File: src/rtl/hs_link_pkg.sv
// Shared types and default sizes for the hs_link transmitter slice.
// Optional timeout support is selected with the HS_LINK_TIMEOUT_EN macro.
package hs_link_pkg;

    typedef enum logic [1:0] {
        IDLE  = 2'd0,
        REQ   = 2'd1,
        REL   = 2'd2,
        DRAIN = 2'd3
    } hs_state_t;

    localparam int HS_DATA_W_DEF  = 8;
    localparam int HS_DEPTH_DEF   = 4;
    localparam int HS_TIMEOUT_DEF = 64;

endpackage

File: src/rtl/hs_link_fifo.sv
// Single-clock FIFO feeding the link FSM; head word is visible combinationally
// so the FSM can capture it into its output register on the pop edge.
module hs_fifo
    import hs_link_pkg::*;
#(
    parameter int DATA_W = HS_DATA_W_DEF,
    parameter int DEPTH  = HS_DEPTH_DEF
) (
    input  logic                    clk,
    input  logic                    rst,
    input  logic                    push,
    input  logic [DATA_W-1:0]       wdata,
    input  logic                    pop,
    output logic [DATA_W-1:0]       rdata,
    output logic [$clog2(DEPTH):0]  count,
    output logic                    full
);

    localparam int AW = $clog2(DEPTH);

    logic [DATA_W-1:0] mem [DEPTH];
    logic [AW-1:0]     wr_ptr_reg;
    logic [AW-1:0]     rd_ptr_reg;
    logic [AW:0]       count_reg;
    logic              push_en;
    logic              pop_en;

    // Guard against overflow/underflow even if the caller misbehaves.
    assign push_en = push && !full;
    assign pop_en  = pop && (count_reg != '0);

    always_ff @(posedge clk) begin
        if (push_en) begin
            mem[wr_ptr_reg] <= wdata;
        end
    end

    always_ff @(posedge clk) begin
        if (!rst) begin
            wr_ptr_reg <= '0;
            rd_ptr_reg <= '0;
            count_reg  <= '0;
        end else begin
            if (push_en) begin
                wr_ptr_reg <= wr_ptr_reg + 1'b1;
            end
            if (pop_en) begin
                rd_ptr_reg <= rd_ptr_reg + 1'b1;
            end
            case ({push_en, pop_en})
                2'b10:   count_reg <= count_reg + 1'b1;
                2'b01:   count_reg <= count_reg - 1'b1;
                default: count_reg <= count_reg;
            endcase
        end
    end

    assign rdata = mem[rd_ptr_reg];
    assign count = count_reg;
    assign full  = (count_reg == (AW + 1)'(DEPTH));

endmodule

File: src/rtl/hs_link_tx.sv
// Four-phase send/ack link transmitter: FIFO-buffered words, delivered-word
// counter and, with HS_LINK_TIMEOUT_EN, a per-phase handshake timeout.
module hs_link_tx
    import hs_link_pkg::*;
#(
    parameter int DATA_W  = HS_DATA_W_DEF,
    parameter int DEPTH   = HS_DEPTH_DEF,
    parameter int TIMEOUT = HS_TIMEOUT_DEF
) (
    input  logic                    clk,
    input  logic                    rst,
    input  logic                    in_valid,
    output logic                    in_ready,
    input  logic [DATA_W-1:0]       in_data,
    output logic                    send,
    output logic [DATA_W-1:0]       dados,
    input  logic                    ack,
    output logic [1:0]              state,
    output logic [$clog2(DEPTH):0]  count,
    output logic [15:0]             sent_cnt,
    output logic                    err,
    input  logic                    err_clr
);

    hs_state_t         state_reg, state_next;
    logic              send_reg, send_next;
    logic [DATA_W-1:0] dados_reg, dados_next;
    logic [15:0]       sent_reg, sent_next;
    logic [DATA_W-1:0] fifo_rdata;
    logic              fifo_full;
    logic              push;
    logic              pop;
    logic              phase_hit;

    // in_ready looks only at the registered occupancy, so a full FIFO refuses
    // a push even on a cycle where the FSM pops.
    assign in_ready = !fifo_full;
    assign push     = in_valid && in_ready;

    hs_fifo #(
        .DATA_W (DATA_W),
        .DEPTH  (DEPTH)
    ) u_fifo (
        .clk    (clk),
        .rst    (rst),
        .push   (push),
        .wdata  (in_data),
        .pop    (pop),
        .rdata  (fifo_rdata),
        .count  (count),
        .full   (fifo_full)
    );

    always_comb begin
        state_next = state_reg;
        send_next  = send_reg;
        dados_next = dados_reg;
        sent_next  = sent_reg;
        pop        = 1'b0;
        case (state_reg)
            IDLE: begin
                // A still-high ack from the previous word blocks a new request.
                if (count != '0 && !ack) begin
                    pop        = 1'b1;
                    dados_next = fifo_rdata;
                    send_next  = 1'b1;
                    state_next = REQ;
                end
            end
            REQ: begin
                if (ack) begin
                    send_next  = 1'b0;
                    state_next = REL;
                end else if (phase_hit) begin
                    send_next  = 1'b0;
                    state_next = DRAIN;
                end
            end
            REL: begin
                if (!ack) begin
                    sent_next  = sent_reg + 16'd1;
                    state_next = IDLE;
                end else if (phase_hit) begin
                    state_next = DRAIN;
                end
            end
            default: begin
                send_next = 1'b0;
                if (!ack) begin
                    state_next = IDLE;
                end
            end
        endcase
    end

    always_ff @(posedge clk) begin
        if (!rst) begin
            state_reg <= IDLE;
            send_reg  <= 1'b0;
            dados_reg <= '0;
            sent_reg  <= '0;
        end else begin
            state_reg <= state_next;
            send_reg  <= send_next;
            dados_reg <= dados_next;
            sent_reg  <= sent_next;
        end
    end

`ifdef HS_LINK_TIMEOUT_EN
    localparam int PW = $clog2(TIMEOUT) + 1;

    logic [PW-1:0] phase_reg;
    logic          err_reg;

    assign phase_hit = (phase_reg == PW'(TIMEOUT - 1));

    always_ff @(posedge clk) begin
        if (!rst || state_next != state_reg) begin
            phase_reg <= '0;
        end else if (state_reg == REQ || state_reg == REL) begin
            phase_reg <= phase_reg + 1'b1;
        end
    end

    // Entering DRAIN sets err; that takes priority over a same-cycle clear.
    always_ff @(posedge clk) begin
        if (!rst) begin
            err_reg <= 1'b0;
        end else if (state_reg != DRAIN && state_next == DRAIN) begin
            err_reg <= 1'b1;
        end else if (err_clr) begin
            err_reg <= 1'b0;
        end
    end

    assign err = err_reg;
`else
    logic [1:0] unused_cfg;

    assign unused_cfg = {err_clr, TIMEOUT[0]};
    assign phase_hit  = 1'b0;
    assign err        = 1'b0;
`endif

    assign send     = send_reg;
    assign dados    = dados_reg;
    assign state    = state_reg;
    assign sent_cnt = sent_reg;

endmodule

File: config.mk
export PLATFORM = sky130hd
export DESIGN_NAME = hs_link_tx
export DESIGN_NICKNAME = d
export VERILOG_FILES = /design/src/rtl/hs_link_pkg.sv /design/src/rtl/hs_link_fifo.sv /design/src/rtl/hs_link_tx.sv
export SDC_FILE = /design/constraint.sdc
export NUM_CORES = 1
export LEC_CHECK = 0
export CAP_MARGIN = 20
export CORE_MARGIN = 4
export CORE_UTILIZATION = 56
export DETAILED_ROUTE_END_ITERATION = 16
export PLACE_DENSITY = 0.91
export SYNTH_ARGS = -nofsm -noshare
export SYNTH_HDL_FRONTEND = slang
export SYNTH_SLANG_ARGS = --single-unit
File: constraint.sdc
create_clock -name clk -period 3.77 [get_ports clk]
set_clock_uncertainty 0.2 [all_clocks]
set_input_delay 0.9425 -clock clk [delete_from_list [all_inputs] [get_ports clk]]
set_output_delay 0.9425 -clock clk [all_outputs]
set_load 0.03 [all_outputs]
==> metrics, run 1 <==
status=completed; fmax=between 300 and 400 MHz; Async S/R FF share, synth=0; Initial Utilization=0.595; commonest non-fill, non-tap cell in the layout=clkdlybuf4s50_1; Core Area=4500 µm²; top-area cell type share of the netlist area=0.358; R2R cell count=9; die area=between 5000 and 6000 µm²; Die W=77.2 µm; Worst-path clk slew=around 0.080 ns; register area share after synthesis=0.612; Final Critical Period=3.01 ns; CP Capture Type=flip-flop; Routability Congestion=0.821; CTS Sinks=66; Total GRT Usage=0.203; NumNets Final=290; hold-fix buffer count after cts=0; Mapped Area=around 2700 µm²; post-synthesis cell type count=37; WL final=~5400 µm; FILL cells=317; RSZ-0062 raised after global routing=false; H-tree levels=3; CP required=~3.8 ns; max_slew headroom=0.561; Leakage=between 1 and 1.5 nW; Post-CTS Setup Inserts=0; cts repair resizes=0; CTS tree=yes; Cell Pwr Density=595 nW/µm²; Fin. Hold Viols=0; final instance area=3340 µm²; clock root cell=clkbuf_8; Pre-antenna DRT Iters=5; EDFF count, synth=32; highest-count cells in the layout ignoring fill and taps=clkdlybuf4s50_1, dfxtp_1, edfxtp_1; yosys warns=0; reg-to-reg critical path startpoint=u_fifo.count[2]; residual DRC count=0; # IOs=45; vias=1831; first-pass GRT wire length=9270 µm; vias in the first global route=1909; Setup violations, final=0; Buffers on Ports=42; Ant. Diodes=0; initial antenna violation count=0; pin count of the biggest net entering global routing=20; period utilisation layout=0.799; startpoint type of the worst setup path=primary input; Synth Flop Type=dfxtp_1; die height=77.2 µm; Routed Antenna Nets=0; post-synthesis cell count=221; Cell Area, Placed=3160 µm²; setup TNS=0 ns; Peak VDD IR=about 0.0004 V; Reg-to-Reg End=u_fifo.count[2]; CTS Buf Count=9; max-slew violation count=0; CP endpoint=u_fifo.count[2]; maximum fanout along the worst path=2; Avg WL per Cell=between 15 and 20 µm; Avg Vias per Cell=approximately 5.6; starting DRC count in detailed routing=110; placed wire-length estimate=approximately 3600 µm; worst reg2reg setup slack=1.19 ns; max reg flops=32; Max Root-Sink Buffers=2; syn avg cell area=12.1 µm²; Area Growth Syn to Fin=24.6%; Max-Cap Viols=0; worst-skew pair later-pin latency=0.33 ns; Crit Path Class=in2reg; worst slew pin tran=0.657 ns; Mapped Nets=241; post-synthesis register bit count=66; synth top area cells=edfxtp_1, dfxtp_1, mux4_2, nand2_1, a21oi_1; # rows=24; layout cells sized above 1=0.116; CP startpoint=ack; grt ovf=0; worst min path class=reg2reg; post-synth top area cell=edfxtp_1; CP arrival=3.08 ns
metal layers:
| layer | track usage | up-vias | part of all wire |
|---|---|---|---|
| met5 | 0 | - | 0 |
| met4 | 0.0819 | 0 | 0.015 |
| met3 | 0.0504 | 9 | 0.050 |
| met2 | 0.354 | 60 | 0.53 |
| met1 | 0.238 | 881 | 0.41 |
| li1 | - | 881 | - |
cell usage after synthesis, types with 6 or more instances:
library cell,number
ha_1,6
inv_1,8
a21oi_1,18
nor2_1,15
xnor2_1,9
xor2_1,6
nand3_1,6
nand2_1,27
mux4_2,8
edfxtp_1,32
dfxtp_1,34
and3_1,6
metrics by stage:
step | power (mW) | cells | util | worst slack, ns | hold slack (ns)
3_3_place_gp | 1.45 | 311 | 0.702 | 0.512 | 0.243
5_1_grt | 2.10 | 327 | 0.742 | 0.596 | 0.288
6_report | 1.99 | 327 | 0.742 | 0.759 | 0.275
4_1_cts | 2.01 | 327 | 0.742 | 0.760 | 0.279
2_1_floorplan | 1.28 | 221 | - | 0.957 | 0.269
3_5_place_dp | 1.48 | 311 | 0.702 | 0.504 | 0.266
worst max-delay path, cell delays in order:
cell             delay (ns)
clkdlybuf4s50_1        0.45
nor3_1                 0.26
nand2b_1               0.15
inv_2                  0.08
ha_1                   0.17
inv_1                  0.06
fa_1                   0.37
xor2_1                 0.15
or3_1                  0.30
a21oi_1                0.13
how the worst min path moves through the flow:
stage	startpoint	to	depth (start not counted)
floorplan	u_fifo.wr_ptr_reg[1]	u_fifo.wr_ptr_reg[1]	2
detailed placement	dados[4]	dados[4]	2
finish	dados[4]	dados[4]	2
global placement	dados[1]	dados[1]	2
global route	dados[0]	dados[0]	2
CTS	dados[0]	dados[0]	2
cells by family (layout without fill, tap and decap cells):
logic type / after synthesis / in the layout / share of synthesized area
AO/OA/AOI/OAI: 28 / 28 / 0.0583
flip-flops: 66 / 66 / 0.612
multiplexers: 9 / 9 / 0.0709
buffers and inverters: 18 / 72 / 0.0275
XOR/XNOR: 15 / 15 / 0.0490
adder cells (fa/ha/maj): 7 / 7 / 0.0355
AND/OR/NAND/NOR: 77 / 77 / 0.145
other: 1 / 1 / 0.00140
layout make-up:
type / count / area, µm² / area share
multi-input combinational: 137 / 966 / 0.289
clock buffer: 10 / 138 / 0.0412
timing repair buffer: 46 / 450 / 0.135
clock inverter: 6 / 42.5 / 0.0127
tap: 52 / 65.1 / 0.0195
inverter: 10 / 37.5 / 0.0112
sequential: 66 / 1640 / 0.491
power by group:
group	total [mW]	internal [mW]	leakage, nW	switching [mW]
Clock	0.523	0.256	0.0882	0.267
Sequential	0.933	0.845	0.570	0.0882
Combinational	0.533	0.247	0.490	0.287
Total	1.99	1.35	1.15	0.642
No activity file was read; power rests on OpenSTA's default activity.
==> inputs of run 2 (changes only) <==
Settings changed: CORE_UTILIZATION 56 to 52, PLACE_DENSITY 0.91 to 0.86.
Clock period 3.77 ns to 2.8 ns, I/O delays scaled along.
==> run 2 against run 1 <==
  * Sequential cell count did not move
  * Sequential share of layout area fell by 1.9 points
  * Die area rose by 6.9%
  * Clock power rose by 67%
  * Critical endpoint is now in_ready
  * Global-route usage fell by 1.5 points
  * Combinational power rose by 44%
  * Sequential power rose by 35%
  * Worst hold slack got worse by 0.0067 ns
  * First-iteration DRC count fell by 39%
  * Worst setup slack got worse by 0.65 ns
==> metrics, run 2 (synthesis results as in run 1) <==
NumNets Final=297 (+2.4%); die height=79.8 µm (+3.4%); hold path depth=2 (unchanged); vias in the first global route=1835 (-3.9%); Cell Area, Placed=3230 µm² (+2.1%); worst slew pin tran=0.617 ns (-0.0403 ns); RSZ-0062 raised after global routing=false; CTS Buf Count=9 (unchanged); final instance area=3470 µm² (+4.0%); FILL cells=333 (+5.0%); worst-skew pair later-pin latency=0.34 ns (about the same); WL final=5540 µm (+2.8%); Ant. Diodes=0 (unchanged); period utilisation layout=0.962; CTS tree=yes; H-tree levels=3 (unchanged); CP required=1.90 ns (-1.94 ns); R2R cell count=9 (unchanged); Worst-path clk slew=0.07 ns (about the same); Avg WL per Cell=15.9 µm (-3.7%); Final Critical Period=2.69 ns; # IOs=45 (unchanged); residual DRC count=0 (unchanged); Area Growth Syn to Fin=29.5%; Routability Congestion=0.835 (+1.7%); commonest non-fill, non-tap cell in the layout=clkdlybuf4s50_1; Avg Vias per Cell=5.36 (-4.3%); first-pass GRT wire length=8790 µm (-5.2%); Leakage=1.21 nW (+5.4%); CP Capture Type=output pin; max reg flops=32 (unchanged); highest-count cells in the layout ignoring fill and taps=clkdlybuf4s50_1, dfxtp_1, edfxtp_1; layout cells sized above 1=0.149 (+0.0326); Peak VDD IR=0.000530 V (+35%); power consumption=2.89 mW (+45%); Routed Antenna Nets=0 (unchanged); Setup violations, final=0 (unchanged); Max-Cap Viols=0 (unchanged); Max Root-Sink Buffers=2 (unchanged); worst min path class=reg2reg; origin of the worst min-delay path=dados[1]; Reg-to-Reg End=u_fifo.count[2]; vias=1870 (+2.1%); clock root cell=clkbuf_8; Cell Pwr Density=833 nW/µm² (+40%); die area=6370 µm² (+6.9%); placed wire-length estimate=3680 µm (+2.5%); starting DRC count in detailed routing=67 (-39%); worst min-delay path endpoint=dados[1]; CP arrival=1.79 ns (-1.29 ns); status=completed; pin count of the biggest net entering global routing=28 (+40%); max-slew violation count=0 (unchanged); reg-to-reg critical path startpoint=u_fifo.count[2]; fin util=0.716 (-0.0253); Cell Count, Final, Fillers Out=349 (+6.7%); Total GRT Usage=0.187 (-0.0155); Core Area=4850 µm² (+7.6%); # rows=25 (+4.2%); grt ovf=0 (unchanged); Pre-antenna DRT Iters=4 (-1); worst reg2reg setup slack=0.12 ns (-1.07 ns); Die W=79.8 µm (+3.4%); maximum fanout along the worst path=6 (+4); startpoint type of the worst setup path=flip-flop; Buffers on Ports=42 (unchanged); max_slew headroom=0.588 (+0.0269); CTS Sinks=66 (unchanged); Initial Utilization=0.553 (-0.0422); fmax=approximately 370 MHz; placed instance count=332 (+6.8%); initial antenna violation count=0 (unchanged); Crit Path Class=reg2out; Fin. Hold Viols=0 (unchanged)
==> run 2: per-stage QoR <==
step | hold WS [ns] | setup TNS (ns) | setup slack [ns]
2_1_floorplan | 0.269 | 0 | 0.0974
3_3_place_gp | 0.244 | -0.200 | -0.200
3_5_place_dp | 0.256 | -0.277 | -0.252
4_1_cts | 0.268 | 0 | 0.0745
5_1_grt | 0.284 | 0 | 0.0465
6_report | 0.268 | 0 | 0.106
==> run 2: worst max-delay path by stage <==
stage | start | slack, ns | depth (start not counted) | endpoint
CTS | ack | 0.07 | 10 | u_fifo.count[2]
detailed placement | ack | -0.25 | 10 | u_fifo.count[2]
floorplan | u_fifo.count[2] | 0.1 | 9 | u_fifo.count[2]
global placement | ack | -0.20 | 10 | u_fifo.count[2]
finish | u_fifo.count[2] | 0.11 | 2 | in_ready
global route | u_fifo.count[2] | 0.05 | 9 | u_fifo.count[2]
==> run 2: critical path: stages (launching register included) <==
cell	delay (ns)
dfxtp_1	0.41
or3b_4	0.44
clkdlybuf4s50_1	0.61
==> run 2: cell type report <==
type | instances | area (µm²) | share of cell area
Clock inverter | 5 | 78.8 | 0.0227
Multi-Input combinational cell | 137 | 985 | 0.284
Timing Repair Buffer | 53 | 505 | 0.146
Clock buffer | 11 | 141 | 0.0407
Tap cell | 67 | 83.8 | 0.0241
Sequential cell | 66 | 1640 | 0.473
Inverter | 10 | 37.5 | 0.0108
==> run 2: report_power, final <==
group	switching, mW	internal, mW
clock	0.348	0.522
sequential	0.119	1.14
combinational	0.399	0.367
==> run 2: routing by layer <==
layer	vias to the layer above	wire length, µm	global-route usage	share of wire
met5	-	0	0	0
met1	907	2110	0.197	0.38
met3	11	330	0.0632	0.060
met4	0	98	0.0777	0.018
met2	53	3000	0.339	0.54
li1	899	-	-	-
==> run 2: repair_timing <==
item,CTS,global route
gates resized for setup,1,4
pin swaps,0,1
hold buffers,0,0
endpoints found under the hold margin,0,0
endpoints found under the setup margin,1,1
setup buffers,0,1
